[src/rtl/pipe_ctrl_pkg.sv]
// Shared CPU package: pipeline-register widths, hazard-controller state
// encoding and the divider latency default.
package pipe_ctrl_pkg;

    localparam int unsigned XLEN        = 32;
    localparam int unsigned FD_REG_W    = 2 * XLEN;
    localparam int unsigned DE_REG_W    = 4 * XLEN + 16;
    localparam int unsigned EM_REG_W    = 3 * XLEN + 8;
    localparam int unsigned MW_REG_W    = 2 * XLEN + 8;

    localparam int unsigned DIV_CYCLES_DEF = 32;
    localparam int unsigned CNT_W          = 6;
    localparam int unsigned STALL_CNT_W    = 32;

    typedef enum logic [1:0] {
        ST_RUN      = 2'd0,
        ST_DIV      = 2'd1,
        ST_DIV_DONE = 2'd2
    } pipe_state_e;

endpackage

[src/rtl/pipe_ctrl_if.sv]
// Hazard requests from the pipeline and the enable/clear/divider controls
// returned by pipe_ctrl.
interface pipe_ctrl_if;
    import pipe_ctrl_pkg::*;

    logic if_stall;
    logic mem_stall;
    logic load_use;
    logic ex_div;
    logic exc_flush;

    logic pc_en;
    logic fd_en;
    logic de_en;
    logic em_en;
    logic mw_en;
    logic fd_clr;
    logic de_clr;
    logic em_clr;
    logic mw_clr;
    logic pc_exc;
    logic div_start;
    logic div_abort;
    logic div_busy;
    logic div_done;
    logic [STALL_CNT_W-1:0] stall_cnt;

    // master = the hazard controller
    modport master (
        input  if_stall, mem_stall, load_use, ex_div, exc_flush,
        output pc_en, fd_en, de_en, em_en, mw_en,
        output fd_clr, de_clr, em_clr, mw_clr,
        output pc_exc, div_start, div_abort, div_busy, div_done,
        output stall_cnt
    );

    modport slave (
        output if_stall, mem_stall, load_use, ex_div, exc_flush,
        input  pc_en, fd_en, de_en, em_en, mw_en,
        input  fd_clr, de_clr, em_clr, mw_clr,
        input  pc_exc, div_start, div_abort, div_busy, div_done,
        input  stall_cnt
    );

endinterface

[src/rtl/pipe_ctrl.sv]
// Pipeline hazard controller: prioritises flush/stall requests, sequences
// the multi-cycle divider freeze and counts PC-stalled cycles.
module pipe_ctrl
    import pipe_ctrl_pkg::*;
#(
    parameter int unsigned DIV_CYCLES = DIV_CYCLES_DEF
) (
    input  logic        clk,
    input  logic        rst,
    pipe_ctrl_if.master ctl
);

    pipe_state_e            state_q, state_d;
    logic [CNT_W-1:0]       cnt_q, cnt_d;
    logic [STALL_CNT_W-1:0] stall_cnt_q, stall_cnt_d;

    logic pc_en, fd_en, de_en, em_en, mw_en;
    logic fd_clr, de_clr, em_clr, mw_clr;
    logic pc_exc, div_start, div_abort, div_busy, div_done;
    logic div_stall;

    assign div_stall = (state_q == ST_DIV) || ((state_q == ST_RUN) && ctl.ex_div);

    always_comb begin
        state_d   = state_q;
        cnt_d     = cnt_q;
        pc_en     = 1'b0;
        fd_en     = 1'b0;
        de_en     = 1'b0;
        em_en     = 1'b0;
        mw_en     = 1'b0;
        fd_clr    = 1'b0;
        de_clr    = 1'b0;
        em_clr    = 1'b0;
        mw_clr    = 1'b0;
        pc_exc    = 1'b0;
        div_start = 1'b0;
        div_abort = 1'b0;
        div_busy  = 1'b0;
        div_done  = 1'b0;
        if (!rst) begin
            if (ctl.exc_flush) begin
                pc_en     = 1'b1;
                fd_en     = 1'b1;
                de_en     = 1'b1;
                em_en     = 1'b1;
                mw_en     = 1'b1;
                fd_clr    = 1'b1;
                de_clr    = 1'b1;
                em_clr    = 1'b1;
                mw_clr    = 1'b1;
                pc_exc    = 1'b1;
                div_abort = (state_q == ST_DIV);
                state_d   = ST_RUN;
                cnt_d     = '0;
            end else if (ctl.mem_stall) begin
                mw_en    = 1'b1;
                mw_clr   = 1'b1;
                div_busy = (state_q == ST_DIV);
                div_done = (state_q == ST_DIV_DONE);
            end else if (div_stall) begin
                em_en    = 1'b1;
                em_clr   = 1'b1;
                mw_en    = 1'b1;
                div_busy = 1'b1;
                // start cycle loads DIV_CYCLES-2 so the freeze spans exactly DIV_CYCLES cycles
                if (state_q == ST_RUN) begin
                    div_start = 1'b1;
                    cnt_d     = CNT_W'(DIV_CYCLES - 2);
                    state_d   = ST_DIV;
                end else if (cnt_q == '0) begin
                    state_d = ST_DIV_DONE;
                end else begin
                    cnt_d = cnt_q - CNT_W'(1);
                end
            end else begin
                div_done = (state_q == ST_DIV_DONE);
                if (state_q == ST_DIV_DONE) begin
                    state_d = ST_RUN;
                end
                de_en = 1'b1;
                em_en = 1'b1;
                mw_en = 1'b1;
                if (ctl.load_use) begin
                    de_clr = 1'b1;
                end else if (ctl.if_stall) begin
                    fd_en  = 1'b1;
                    fd_clr = 1'b1;
                end else begin
                    pc_en = 1'b1;
                    fd_en = 1'b1;
                end
            end
        end
    end

    assign stall_cnt_d = pc_en ? stall_cnt_q : stall_cnt_q + STALL_CNT_W'(1);

    always_ff @(posedge clk or posedge rst) begin
        if (rst) begin
            state_q     <= ST_RUN;
            cnt_q       <= '0;
            stall_cnt_q <= '0;
        end else begin
            state_q     <= state_d;
            cnt_q       <= cnt_d;
            stall_cnt_q <= stall_cnt_d;
        end
    end

    assign ctl.pc_en     = pc_en;
    assign ctl.fd_en     = fd_en;
    assign ctl.de_en     = de_en;
    assign ctl.em_en     = em_en;
    assign ctl.mw_en     = mw_en;
    assign ctl.fd_clr    = fd_clr;
    assign ctl.de_clr    = de_clr;
    assign ctl.em_clr    = em_clr;
    assign ctl.mw_clr    = mw_clr;
    assign ctl.pc_exc    = pc_exc;
    assign ctl.div_start = div_start;
    assign ctl.div_abort = div_abort;
    assign ctl.div_busy  = div_busy;
    assign ctl.div_done  = div_done;
    assign ctl.stall_cnt = stall_cnt_q;

endmodule

[src/flat_wrapper.sv]
// flat-port wrapper written by rule: the top's interface ports become plain ports
module pipe_ctrl_flat import pipe_ctrl_pkg::*;
#(
    parameter int unsigned DIV_CYCLES = DIV_CYCLES_DEF
)
  (clk, rst, ctl_if_stall, ctl_mem_stall, ctl_load_use, ctl_ex_div, ctl_exc_flush, ctl_pc_en, ctl_fd_en, ctl_de_en, ctl_em_en, ctl_mw_en, ctl_fd_clr, ctl_de_clr, ctl_em_clr, ctl_mw_clr, ctl_pc_exc, ctl_div_start, ctl_div_abort, ctl_div_busy, ctl_div_done, ctl_stall_cnt);
  pipe_ctrl_if ctl_i ();
  input  logic clk;
  input  logic rst;
  input wire logic [$bits(ctl_i.if_stall)-1:0] ctl_if_stall;
  input wire logic [$bits(ctl_i.mem_stall)-1:0] ctl_mem_stall;
  input wire logic [$bits(ctl_i.load_use)-1:0] ctl_load_use;
  input wire logic [$bits(ctl_i.ex_div)-1:0] ctl_ex_div;
  input wire logic [$bits(ctl_i.exc_flush)-1:0] ctl_exc_flush;
  output wire logic [$bits(ctl_i.pc_en)-1:0] ctl_pc_en;
  output wire logic [$bits(ctl_i.fd_en)-1:0] ctl_fd_en;
  output wire logic [$bits(ctl_i.de_en)-1:0] ctl_de_en;
  output wire logic [$bits(ctl_i.em_en)-1:0] ctl_em_en;
  output wire logic [$bits(ctl_i.mw_en)-1:0] ctl_mw_en;
  output wire logic [$bits(ctl_i.fd_clr)-1:0] ctl_fd_clr;
  output wire logic [$bits(ctl_i.de_clr)-1:0] ctl_de_clr;
  output wire logic [$bits(ctl_i.em_clr)-1:0] ctl_em_clr;
  output wire logic [$bits(ctl_i.mw_clr)-1:0] ctl_mw_clr;
  output wire logic [$bits(ctl_i.pc_exc)-1:0] ctl_pc_exc;
  output wire logic [$bits(ctl_i.div_start)-1:0] ctl_div_start;
  output wire logic [$bits(ctl_i.div_abort)-1:0] ctl_div_abort;
  output wire logic [$bits(ctl_i.div_busy)-1:0] ctl_div_busy;
  output wire logic [$bits(ctl_i.div_done)-1:0] ctl_div_done;
  output wire logic [$bits(ctl_i.stall_cnt)-1:0] ctl_stall_cnt;
  assign ctl_i.if_stall = ctl_if_stall;
  assign ctl_i.mem_stall = ctl_mem_stall;
  assign ctl_i.load_use = ctl_load_use;
  assign ctl_i.ex_div = ctl_ex_div;
  assign ctl_i.exc_flush = ctl_exc_flush;
  assign ctl_pc_en = ctl_i.pc_en;
  assign ctl_fd_en = ctl_i.fd_en;
  assign ctl_de_en = ctl_i.de_en;
  assign ctl_em_en = ctl_i.em_en;
  assign ctl_mw_en = ctl_i.mw_en;
  assign ctl_fd_clr = ctl_i.fd_clr;
  assign ctl_de_clr = ctl_i.de_clr;
  assign ctl_em_clr = ctl_i.em_clr;
  assign ctl_mw_clr = ctl_i.mw_clr;
  assign ctl_pc_exc = ctl_i.pc_exc;
  assign ctl_div_start = ctl_i.div_start;
  assign ctl_div_abort = ctl_i.div_abort;
  assign ctl_div_busy = ctl_i.div_busy;
  assign ctl_div_done = ctl_i.div_done;
  assign ctl_stall_cnt = ctl_i.stall_cnt;
  pipe_ctrl #(.DIV_CYCLES(DIV_CYCLES)) u_core (.clk(clk), .rst(rst), .ctl(ctl_i));
endmodule
[config.mk]
export PLATFORM = sky130hd
export DESIGN_NAME = pipe_ctrl_flat
export DESIGN_NICKNAME = d
export VERILOG_FILES = /design/src/rtl/pipe_ctrl_pkg.sv /design/src/rtl/pipe_ctrl_if.sv /design/src/rtl/pipe_ctrl.sv /design/src/flat_wrapper.sv
export SDC_FILE = /design/constraint.sdc
export NUM_CORES = 1
export LEC_CHECK = 0
export BUFFER_PORTS_ARGS = -buffer_cell sky130_fd_sc_hd__buf_2
export CAP_MARGIN = 20
export CORE_ASPECT_RATIO = 1.2
export CORE_MARGIN = 1.5
export CORE_UTILIZATION = 53
export CTS_CLUSTER_DIAMETER = 200
export DETAILED_ROUTE_END_ITERATION = 6
export PLACE_DENSITY_LB_ADDON = 0.3
export SLEW_MARGIN = 20
export SYNTH_ARGS = -nofsm -noshare
export SYNTH_HDL_FRONTEND = slang
export SYNTH_SLANG_ARGS = --single-unit
[constraint.sdc]
create_clock -name clk -period 2.94 [get_ports clk]
set_clock_uncertainty 0.2 [all_clocks]
set_input_delay 0.147 -clock clk [delete_from_list [all_inputs] [get_ports clk]]
set_output_delay 0.147 -clock clk [all_outputs]
set_load 0.05 [all_outputs]
==> flow_summary.yaml, run 1 <==
sta:
  hold_viol: 0
  min_period_ns: 2.34
  fmax_mhz: 427
  tightest_slew_ns: 0.549
  setup_tns_ns: 0
  whs_ns: 0.0869
  setup_violations: 0
  max_slew_margin_pct: 63.4
  post-route-period-util_pct: 79.7
  slew_violations: 0
  postLayoutSetupSlackWorst_ns: 0.597
  rsz0062_at_grt: "no"
floorplan:
  rows: 25
  die_w_microns: 61.0
  coreArea_sq_mm: 0.00391
  start_util_pct: 54.8
  die_area_sq_mm: 0.00443
  io_pins: 53
  die_height_microns: 72.6
clock_tree:
  clock_path_buffers: 2
  htreeDepth: 2
  clk_pin_slew_ns: 0.07
  clock_latency_ns: 0.29
  root_buffer: "clkbuf_8"
  tritoncts: "yes"
  numCtsBuffers: 5
  clock_sinks: 40
placed_design:
  dpl.cell_count: 314
  dp_slack_ns: 0.682
  placed_cell_area_sq_mm: 0.00245
  hpwl_mm: 2.97
  finalWeightedCongestion: 0.874
  port_buffers: 52
routing:
  wl_met1_mm: 1.88
  vias: 1731
  drcViolationCount: 0
  final_antenna_net_count: 0
  firstDrtPassIters: 4
  initialDrtViolationCount: 99
  vias_per_cell: 5.38
  wl_met3_microns: 209
  drt_wl_total_mm: 4.23
  top_layer: "met4"
  wl_per_cell_microns: 13.1
  route.met2.wl_mm: 2.05
global_route:
  grt_use_total_pct: 21.6
  grt_pass1_wl_mm: 7.17
  grt_max_degree: 45
  grt_pass1_vias: 1575
  antenna_found_initial: 0
  grt_overflow: 0
synthesis:
  async_flop_share_pct: 100
  syn-cell-area_sq_mm: 0.00214
  syn_area_per_cell_sq_um: 10.1
  synth_warnings: 0
  netlist_instances: 212
  synthFlopType: "dfrtp_1"
  synth_edf_count: 0
  synth_cell_type_count: 41
  ys_ff_latch: 40
  seq_area_frac_synth_pct: 46.8
  synth.net_count: 222
cells_and_area:
  area_delta_synth_final_pct: 20.9
  antenna_cells: 0
  layoutNonFillerInstCount: 322
  fin_nets: 278
  mostFrequentLayoutCell: "buf_2"
  drive_gt1_share_pct: 29.9
  final_area_sq_mm: 0.00259
  final_cell_mix: "buf_2 (52), dfrtp_1 (40), nand2_1 (25), nor2_1 (17), xor2_1 (17)"
  utilization_pct: 66.2
power_and_ir_drop:
  sw_frac_of_total_pct: 39.8
  pwr-share-clk_pct: 26.7
  total_power_mw: 1.96
  pwr-share-seq_pct: 39.2
  p_sw_uw: 781
  irDropWorstVdd_mv: 0.732
  internal_power_mw: 1.18
  pwr-share-comb_pct: 34.1
  p_leak_nw: 1.36
  power.density_mw_per_mm2: 757
flow_run:
  drv_cap: 0
status:
  status: "completed"
worst_setup_path:
  cp-start-kind: "primary input"
  cp.required_ns: 2.59
  cp_data_arrival_time_ns: 2.00
  cp_max_fo: 44
  rrSetupSlack_ns: 0.71
  critPathKind: "in -> out"
  end_kind: "output port"
worst_hold_path:
  hp-class: "in -> reg"
[per-layer routing]
layer	track usage [%]	vias up
met1	29.3	834
li1	-	840
met2	33.3	49
met3	5.50	8
met5	0	-
met4	7.73	0
[cell families after synthesis]
kind of cell	after synthesis	share of synthesized area [%]
simple gates	96	26.9
flops	40	46.8
xor+xnor	31	12.7
compound gates	26	8.36
buf+inv	15	3.04
fa+ha+maj	3	1.75
mux	1	0.526
[path summary, 6_finish.rpt]
path / from / end / cells past startpoint
setup / recovery: rst / ctl_pc_en / 8
hold / removal: ctl_exc_flush / u_core.cnt_q[2] / 4
setup reg to reg: u_core.cnt_q[0] / u_core.cnt_q[5] / 7
hold reg to reg: u_core.ctl.stall_cnt[31] / u_core.ctl.stall_cnt[31] / 1
max in group asynchronous: rst / u_core.ctl.stall_cnt[12] / 3
min in group asynchronous: rst / u_core.ctl.stall_cnt[7] / 3
[Yosys cell counts, types with 2 or more instances]
cell / number / share of area [%]
nor3_2: 5 / 2.3
inv_1: 9 / 1.6
nor4_1: 4 / 1.2
nand3_1: 8 / 1.9
buf_2: 3 / 0.70
xor2_1: 17 / 7.0
inv_4: 2 / 0.58
nand2_4: 2 / 1.1
and4_1: 2 / 0.82
nor3_1: 7 / 1.6
nand2_1: 25 / 4.4
dfrtp_1: 40 / 47
nand3_2: 2 / 0.94
a21oi_1: 7 / 1.6
xnor2_1: 14 / 5.7
and3_1: 4 / 1.2
ha_1: 3 / 1.8
o21ai_0: 10 / 2.3
nand4_1: 7 / 2.0
nor3b_1: 3 / 1.1
nand2b_1: 2 / 0.58
nor2_1: 17 / 3.0
[state kept, by name, summed over array words and instances, names as in the netlist]
register / count
u_core.state_q: 2
u_core.cnt_q: 6
u_core.ctl.stall_cnt: 32
[what timing repair did]
item	CTS	global route
buffers inserted	0	0
endpoints found under the hold margin	40	0
hold buffers	1	0
resized for setup	0	0
[critical path, stage by stage]
cell           delay [ns]
dlygate4sd3_1        0.53
buf_2                0.18
inv_4                0.42
nand2_4              0.13
inv_4                0.11
a21oi_4              0.06
inv_1                0.11
buf_2                0.27
[power groups by stage]
stage | Combinational [mW] | Clock (mW) | Sequential [mW]
after floorplan | 0.389 | 0 | 0.905
after global placement | 0.657 | 0 | 0.773
after detailed placement | 0.670 | 0 | 0.772
after CTS | 0.672 | 0.534 | 0.763
after global routing | 0.724 | 0.559 | 0.785
final | 0.669 | 0.523 | 0.768
[final cells by class]
| type | instances | area (sq um) |
|---|---|---|
| Timing Repair Buffer | 53 | 270 |
| Multi-Input combinational cell | 157 | 1070 |
| Clock inverter | 2 | 60.1 |
| Fill cell | 326 | 1320 |
| Inverter | 11 | 46.3 |
| Tap cell | 54 | 67.6 |
| Clock buffer | 5 | 68.8 |
| Sequential cell | 40 | 1000 |
No activity file was read; power rests on OpenSTA's default activity.
==> run 2, diff against run 1 <==
--- a/config.mk
+++ b/config.mk
@@ -5,11 +5,12 @@
 export SDC_FILE = /design/constraint.sdc
 export NUM_CORES = 1
 export LEC_CHECK = 0
+export ABC_AREA = 1
 export BUFFER_PORTS_ARGS = -buffer_cell sky130_fd_sc_hd__buf_2
 export CAP_MARGIN = 20
 export CORE_ASPECT_RATIO = 1.2
 export CORE_MARGIN = 1.5
-export CORE_UTILIZATION = 53
+export CORE_UTILIZATION = 56
 export CTS_CLUSTER_DIAMETER = 200
 export DETAILED_ROUTE_END_ITERATION = 6
 export PLACE_DENSITY_LB_ADDON = 0.3
==> constraint.sdc (replaced) <==
create_clock -name clk -period 2.4 [get_ports clk]
set_clock_uncertainty 0.2 [all_clocks]
set_input_delay 0.12 -clock clk [delete_from_list [all_inputs] [get_ports clk]]
set_output_delay 0.12 -clock clk [all_outputs]
set_load 0.05 [all_outputs]
==> run 2 against run 1 <==
Compared with the run above:
- largest cell class unchanged
- power is 16% higher
- register-to-register slack worse by 0.19 ns
- setup slack worse by 0.31 ns
- sequential power is 19% higher
- area after synthesis is 28% higher
- count of clock-buffer cells in the layout is 1 higher
==> flow_summary.yaml, run 2 <==
cells_and_area:
  nFillCells: 407
  layoutNonFillerInstCount: 534
  antenna_cells: 0
  seq_area_sq_mm: 0.00100
  mostFrequentLayoutCell: "nand2_1"
  area_delta_synth_final_pct: 17.0
  largest_reg_flops: 32
  drive_gt1_share_pct: 20.2
  final_cell_mix: "nand2_1 (177), buf_2 (52), nor2_1 (45), dfrtp_1 (40), inv_1 (37)"
  multi_input_area_sq_mm: 0.00154
  fin_nets: 485
flow_run:
  drv_cap: 0
routing:
  route.met2.wl_mm: 3.62
  firstDrtPassIters: 4
  wl_met1_mm: 2.76
  wl_per_cell_microns: 12.7
  top_layer: "met4"
  final_antenna_net_count: 0
  wl_met3_microns: 243
  initialDrtViolationCount: 209
  drcViolationCount: 0
  vias: 2782
  vias_per_cell: 5.21
  drt_wl_total_mm: 6.79
floorplan:
  die_height_microns: 79.5
  start_util_pct: 59.0
  die_area_sq_mm: 0.00530
  rows: 27
  io_pins: 53
  die_w_microns: 66.7
  coreArea_sq_mm: 0.00463
worst_setup_path:
  r2r_start: "u_core.ctl.stall_cnt[0]"
  end_kind: "output port"
  rrSetupSlack_ns: 0.52
  cp_max_fo: 5
  crit_start: "ctl_ex_div"
  cp_data_arrival_time_ns: 1.79
  cp-start-kind: "primary input"
  critPathKind: "in -> out"
  cp.required_ns: 2.08
sta:
  max_slew_margin_pct: 72.5
  hold_viol: 0
  setup_tns_ns: 0
  min_period_ns: 2.11
  post-route-period-util_pct: 87.8
  setup_violations: 0
  fmax_mhz: 474
  slew_violations: 0
  rsz0062_at_grt: "no"
  tightest_slew_ns: 0.411
synthesis:
  yosysMostFrequentCell: "nand2_1"
  synth_area_leader_cell: "dfrtp_1"
  synth_area_leaders: "dfrtp_1 (37%), nand2_1 (24%), nand3_1 (6.4%), nor2_1 (6.2%), inv_1 (5.1%)"
  seq_area_frac_synth_pct: 36.7
  synth_commonest_cells: "nand2_1 (177), nor2_1 (45), dfrtp_1 (40)"
  netlist.area_leader.share_pct: 36.7
  syn-cell-area_sq_mm: 0.00273
  synthFlopType: "dfrtp_1"
  netlist_instances: 415
  syn_area_per_cell_sq_um: 6.58
  synth_warnings: 0
  synth.net_count: 425
  synth_edf_count: 0
  synth_cell_type_count: 27
  async_flop_share_pct: 100
  ys_ff_latch: 40
placed_design:
  dpl.cell_count: 523
  port_buffers: 52
  finalWeightedCongestion: 0.851
  hpwl_mm: 5.11
clock_tree:
  clk_pin_slew_ns: 0.07
  clock_sinks: 40
  htreeDepth: 2
  numCtsBuffers: 5
  root_buffer: "clkbuf_8"
  clock_path_buffers: 2
  tritoncts: "yes"
  clock_latency_ns: 0.30
global_route:
  antenna_found_initial: 0
  grt_pass1_wl_mm: 11.6
  grt_max_degree: 32
  grt_use_total_pct: 28.6
  grt_pass1_vias: 2630
  grt_overflow: 0
power_and_ir_drop:
  power.density_mw_per_mm2: 710
  irDropWorstVdd_mv: 0.631
  p_leak_nw: 1.71
worst_hold_path:
  min_from: "ctl_mem_stall"
  hp-class: "in -> reg"
status:
  status: "completed"
==> run 2: cell count changes after synthesis, moves of 6 or more <==
cell / previous run / this run
nand2_1: 25 / 177
nor3_1: 7 / 1
nor2_2: 1 / 10
inv_1: 9 / 37
nor2_1: 17 / 45
nand2_2: 0 / 6
xnor2_1: 14 / 1
nand3_1: 8 / 35
==> run 2: final cells by class <==
class / instances / area share (%)
tap: 58 / 2.27
clock inverter: 2 / 0.313
inverter: 42 / 4.94
clock buffer: 6 / 2.59
timing repair buffer: 59 / 10.4
sequential: 40 / 31.3
multi-input combinational: 327 / 48.1
==> run 2: worst paths after layout <==
kind | to | depth (start not counted)
setup reg to reg | u_core.ctl.stall_cnt[18] | 8
min in group asynchronous | u_core.ctl.stall_cnt[27] | 3
max in group asynchronous | u_core.ctl.stall_cnt[3] | 4
hold reg to reg | u_core.cnt_q[1] | 2
setup / recovery | ctl_fd_clr | 9
hold / removal | u_core.state_q[0] | 4
==> run 2: repair_timing <==
| action | CTS | global route |
|---|---|---|
| hold endpoints to repair | 43 | 0 |
| hold buffers | 3 | 0 |
| buffers inserted | 0 | 0 |
| gates resized for setup | 0 | 0 |
==> run 2: kinds of logic (layout without fill, tap and decap cells) <==
family | Yosys count | after routing | share of synthesized area (%)
adder cells (fa/ha/maj) | 3 | 3 | 1.38
XOR/XNOR | 15 | 15 | 5.09
AO/OA/AOI/OAI | 24 | 24 | 4.86
buffers and inverters | 48 | 109 | 7.15
AND/OR/NAND/NOR | 284 | 284 | 44.5
flip-flops | 40 | 40 | 36.7
multiplexers | 1 | 1 | 0.367
==> run 2: worst max-delay path, stage by stage <==
cell and delay [ns]:
dlygate4sd3_1 0.53, buf_2 0.13, o21ai_2 0.19, nand2_1 0.07, nand2_1 0.08, nand2_1 0.10, a21oi_2 0.16, o21a_1 0.14
buf_2 0.25
==> run 2: per-stage QoR <==
step / hold slack, ns / power, mW / util (%) / worst slack [ns] / cell area (sq um)
global route: 0.138 / 2.39 / 69.0 / 0.162 / 3190
detailed placement: -0.0666 / 1.79 / 66.4 / 0.563 / 3070
global placement: -0.0732 / 1.77 / 66.4 / 0.643 / 3070
CTS: 0.0779 / 2.27 / 69.0 / 0.315 / 3190
floorplan: 0.0160 / 1.59 / - / 0.0675 / 2730
finish: 0.0829 / 2.27 / 69.0 / 0.292 / 3190
==> run 2: metal layers <==
| layer | global-route usage [%] | up-vias |
|---|---|---|
| met1 | 31.9 | 1304 |
| met5 | 0 | - |
| met4 | 10.6 | 0 |
| met3 | 4.94 | 14 |
| met2 | 53.1 | 62 |
| li1 | - | 1402 |
==> run 2: report_power, final <==
group / switching, mW / internal, mW
Combinational: 0.651 / 0.231
Sequential: 0.140 / 0.773
Clock: 0.242 / 0.230
==> run 3, diff against run 2 <==
--- a/config.mk
+++ b/config.mk
@@ -6,14 +6,15 @@
 export NUM_CORES = 1
 export LEC_CHECK = 0
 export ABC_AREA = 1
-export BUFFER_PORTS_ARGS = -buffer_cell sky130_fd_sc_hd__buf_2
 export CAP_MARGIN = 20
 export CORE_ASPECT_RATIO = 1.2
 export CORE_MARGIN = 1.5
-export CORE_UTILIZATION = 56
+export CORE_UTILIZATION = 60
 export CTS_CLUSTER_DIAMETER = 200
 export DETAILED_ROUTE_END_ITERATION = 6
+export DONT_BUFFER_PORTS = 1
 export PLACE_DENSITY_LB_ADDON = 0.3
+export SETUP_SLACK_MARGIN = 0.4
 export SLEW_MARGIN = 20
 export SYNTH_ARGS = -nofsm -noshare
 export SYNTH_HDL_FRONTEND = slang
==> run 3 against run 2 <==
Compared with the run above:
- utilization rose by 7.4 points
- via count fell by 0.90%
- critical path depth down 2
- critical endpoint is now ctl_em_en
- register-to-register slack improved by 0.08 ns
- critical path type unchanged
- sequential power shrank 5.8%
- hold slack got worse by 0.037 ns
- cell count down 1.9%
- largest power group is now combinational logic
- global-route usage rose by 2.7 points
==> flow_summary.yaml, run 3 (synthesis gave the netlist of run 2 again) <==
routing:
  vias_per_cell: 5.26
  final_antenna_net_count: 0
  vias: 2757
  initialDrtViolationCount: 183
  drcViolationCount: 0
  wl_per_cell_microns: 13.8
  drt_wl_total_mm: 7.23
  firstDrtPassIters: 5
worst_setup_path:
  cpLargestDelayFamily: "buffers and inverters"
  cp_max_fo: 10
  cp-start-kind: "primary input"
  cp_slowest_cell: "dlygate4sd3_1"
  crit_chain: "dlygate4sd3_1, inv_4, nor2_2, buf_4, inv_1, nand2_1, buf_4"
  path_common_cell: "buf_4"
  cp_data_arrival_time_ns: 1.62
  critPathBufInv: 5
  cp.required_ns: 2.08
  end_kind: "output port"
  critPathKind: "in -> out"
  cpPeakStageDelay_ns: 0.64
floorplan:
  die_w_microns: 64.6
  start_util_pct: 63.1
  rows: 26
  die_area_sq_mm: 0.00497
  io_pins: 53
  die_height_microns: 76.9
  coreArea_sq_mm: 0.00433
global_route:
  grt_max_degree: 42
  grt_use_total_pct: 31.3
  grt_overflow: 0
  antenna_found_initial: 0
  grt_pass1_wl_mm: 12.3
  grt_pass1_vias: 2866
power_and_ir_drop:
  irDropWorstVdd_mv: 0.744
  total_power_mw: 2.34
  p_leak_nw: 1.68
  power.density_mw_per_mm2: 708
worst_hold_path:
  hp-class: "in -> reg"
cells_and_area:
  drive_gt1_share_pct: 19.7
  utilization_pct: 76.5
  area_delta_synth_final_pct: 21.2
  mostFrequentLayoutCell: "nand2_1"
  fin_nets: 477
  nFillCells: 337
  final_cell_mix: "nand2_1 (175), nor2_1 (44), buf_4 (44), dfrtp_1 (38), inv_1 (37)"
  antenna_cells: 0
  largest_reg_flops: 32
placed_design:
  port_buffers: 0
  hpwl_mm: 5.26
  finalWeightedCongestion: 0.936
sta:
  slew_violations: 0
  setup_violations: 0
  rsz0062_at_grt: "yes"
  max_slew_margin_pct: 55.5
  fmax_mhz: 515
  hold_viol: 0
  whs_ns: 0.0464
  tightest_slew_ns: 0.668
  post-route-period-util_pct: 80.9
  setup_tns_ns: 0
  min_period_ns: 1.94
status:
  status: "completed"
clock_tree:
  tritoncts: "yes"
  clock_sinks: 40
  clk_pin_slew_ns: 0.07
  htreeDepth: 2
  clock_path_buffers: 2
  root_buffer: "clkbuf_8"
  clock_latency_ns: 0.30
  numCtsBuffers: 5
flow_run:
  drv_cap: 0
run 3: metal layers:
metal | track usage [%] | vias to the layer above | wire length, microns | part of all wire [%]
met5 | 0 | - | 0 | 0
met3 | 5.87 | 16 | 343 | 4.7
met4 | 11.9 | 0 | 159 | 2.2
li1 | - | 1384 | - | -
met2 | 58.5 | 80 | 3830 | 53
met1 | 34.3 | 1277 | 2900 | 40
run 3: area by class of cell:
cell class	count	area, sq um	area share, %
Timing Repair Buffer	51	404	12.2
Sequential cell	40	1000	30.3
Clock buffer	8	90.1	2.72
Multi-Input combinational cell	327	1570	47.5
Tap cell	56	70.1	2.12
Inverter	42	170	5.14
run 3: metrics by stage:
step	area [sq um]	cells	worst slack (ns)
2_1_floorplan	2760	415	0.374
3_3_place_gp	3130	511	0.607
3_5_place_dp	3130	511	0.543
4_1_cts	3270	524	0.412
5_1_grt	3310	524	0.392
6_report	3310	524	0.458
run 3: repair_timing:
item | 4_1_cts | 5_1_grt
setup buffers | 1 | 0
endpoints found under the hold margin | 48 | 0
gates resized for setup | 1 | 11
hold buffers | 4 | 0
pin swaps | 1 | 1
setup endpoints to repair | 2 | 7
run 3: path summary, 6_finish.rpt:
kind                              startpoint                       end  slack, ns  cells past startpoint
max                            ctl_exc_flush                 ctl_em_en       0.46                      7
min                               ctl_ex_div           u_core.cnt_q[0]       0.05                      4
max in group asynchronous                rst         u_core.state_q[0]       1.19                      3
min reg2reg                  u_core.cnt_q[1]           u_core.cnt_q[1]       0.28                      2
max reg2reg                u_core.state_q[1]   u_core.ctl.stall_cnt[3]       0.60                      8
min in group asynchronous                rst  u_core.ctl.stall_cnt[18]       0.34                      3
run 3: power by group:
group | switching, mW | internal [mW]
Combinational | 0.721 | 0.287
Clock | 0.241 | 0.235
Sequential | 0.0851 | 0.775
Total | 1.05 | 1.30
run 3: worst register-to-register path: cells and delay by family (launching register included):
family,cells,cell delay (ns)
buffers and inverters,2,0.51
and+or+nand+nor,4,0.40
DFF,1,0.39
AOI/OAI and AO/OA,2,0.20
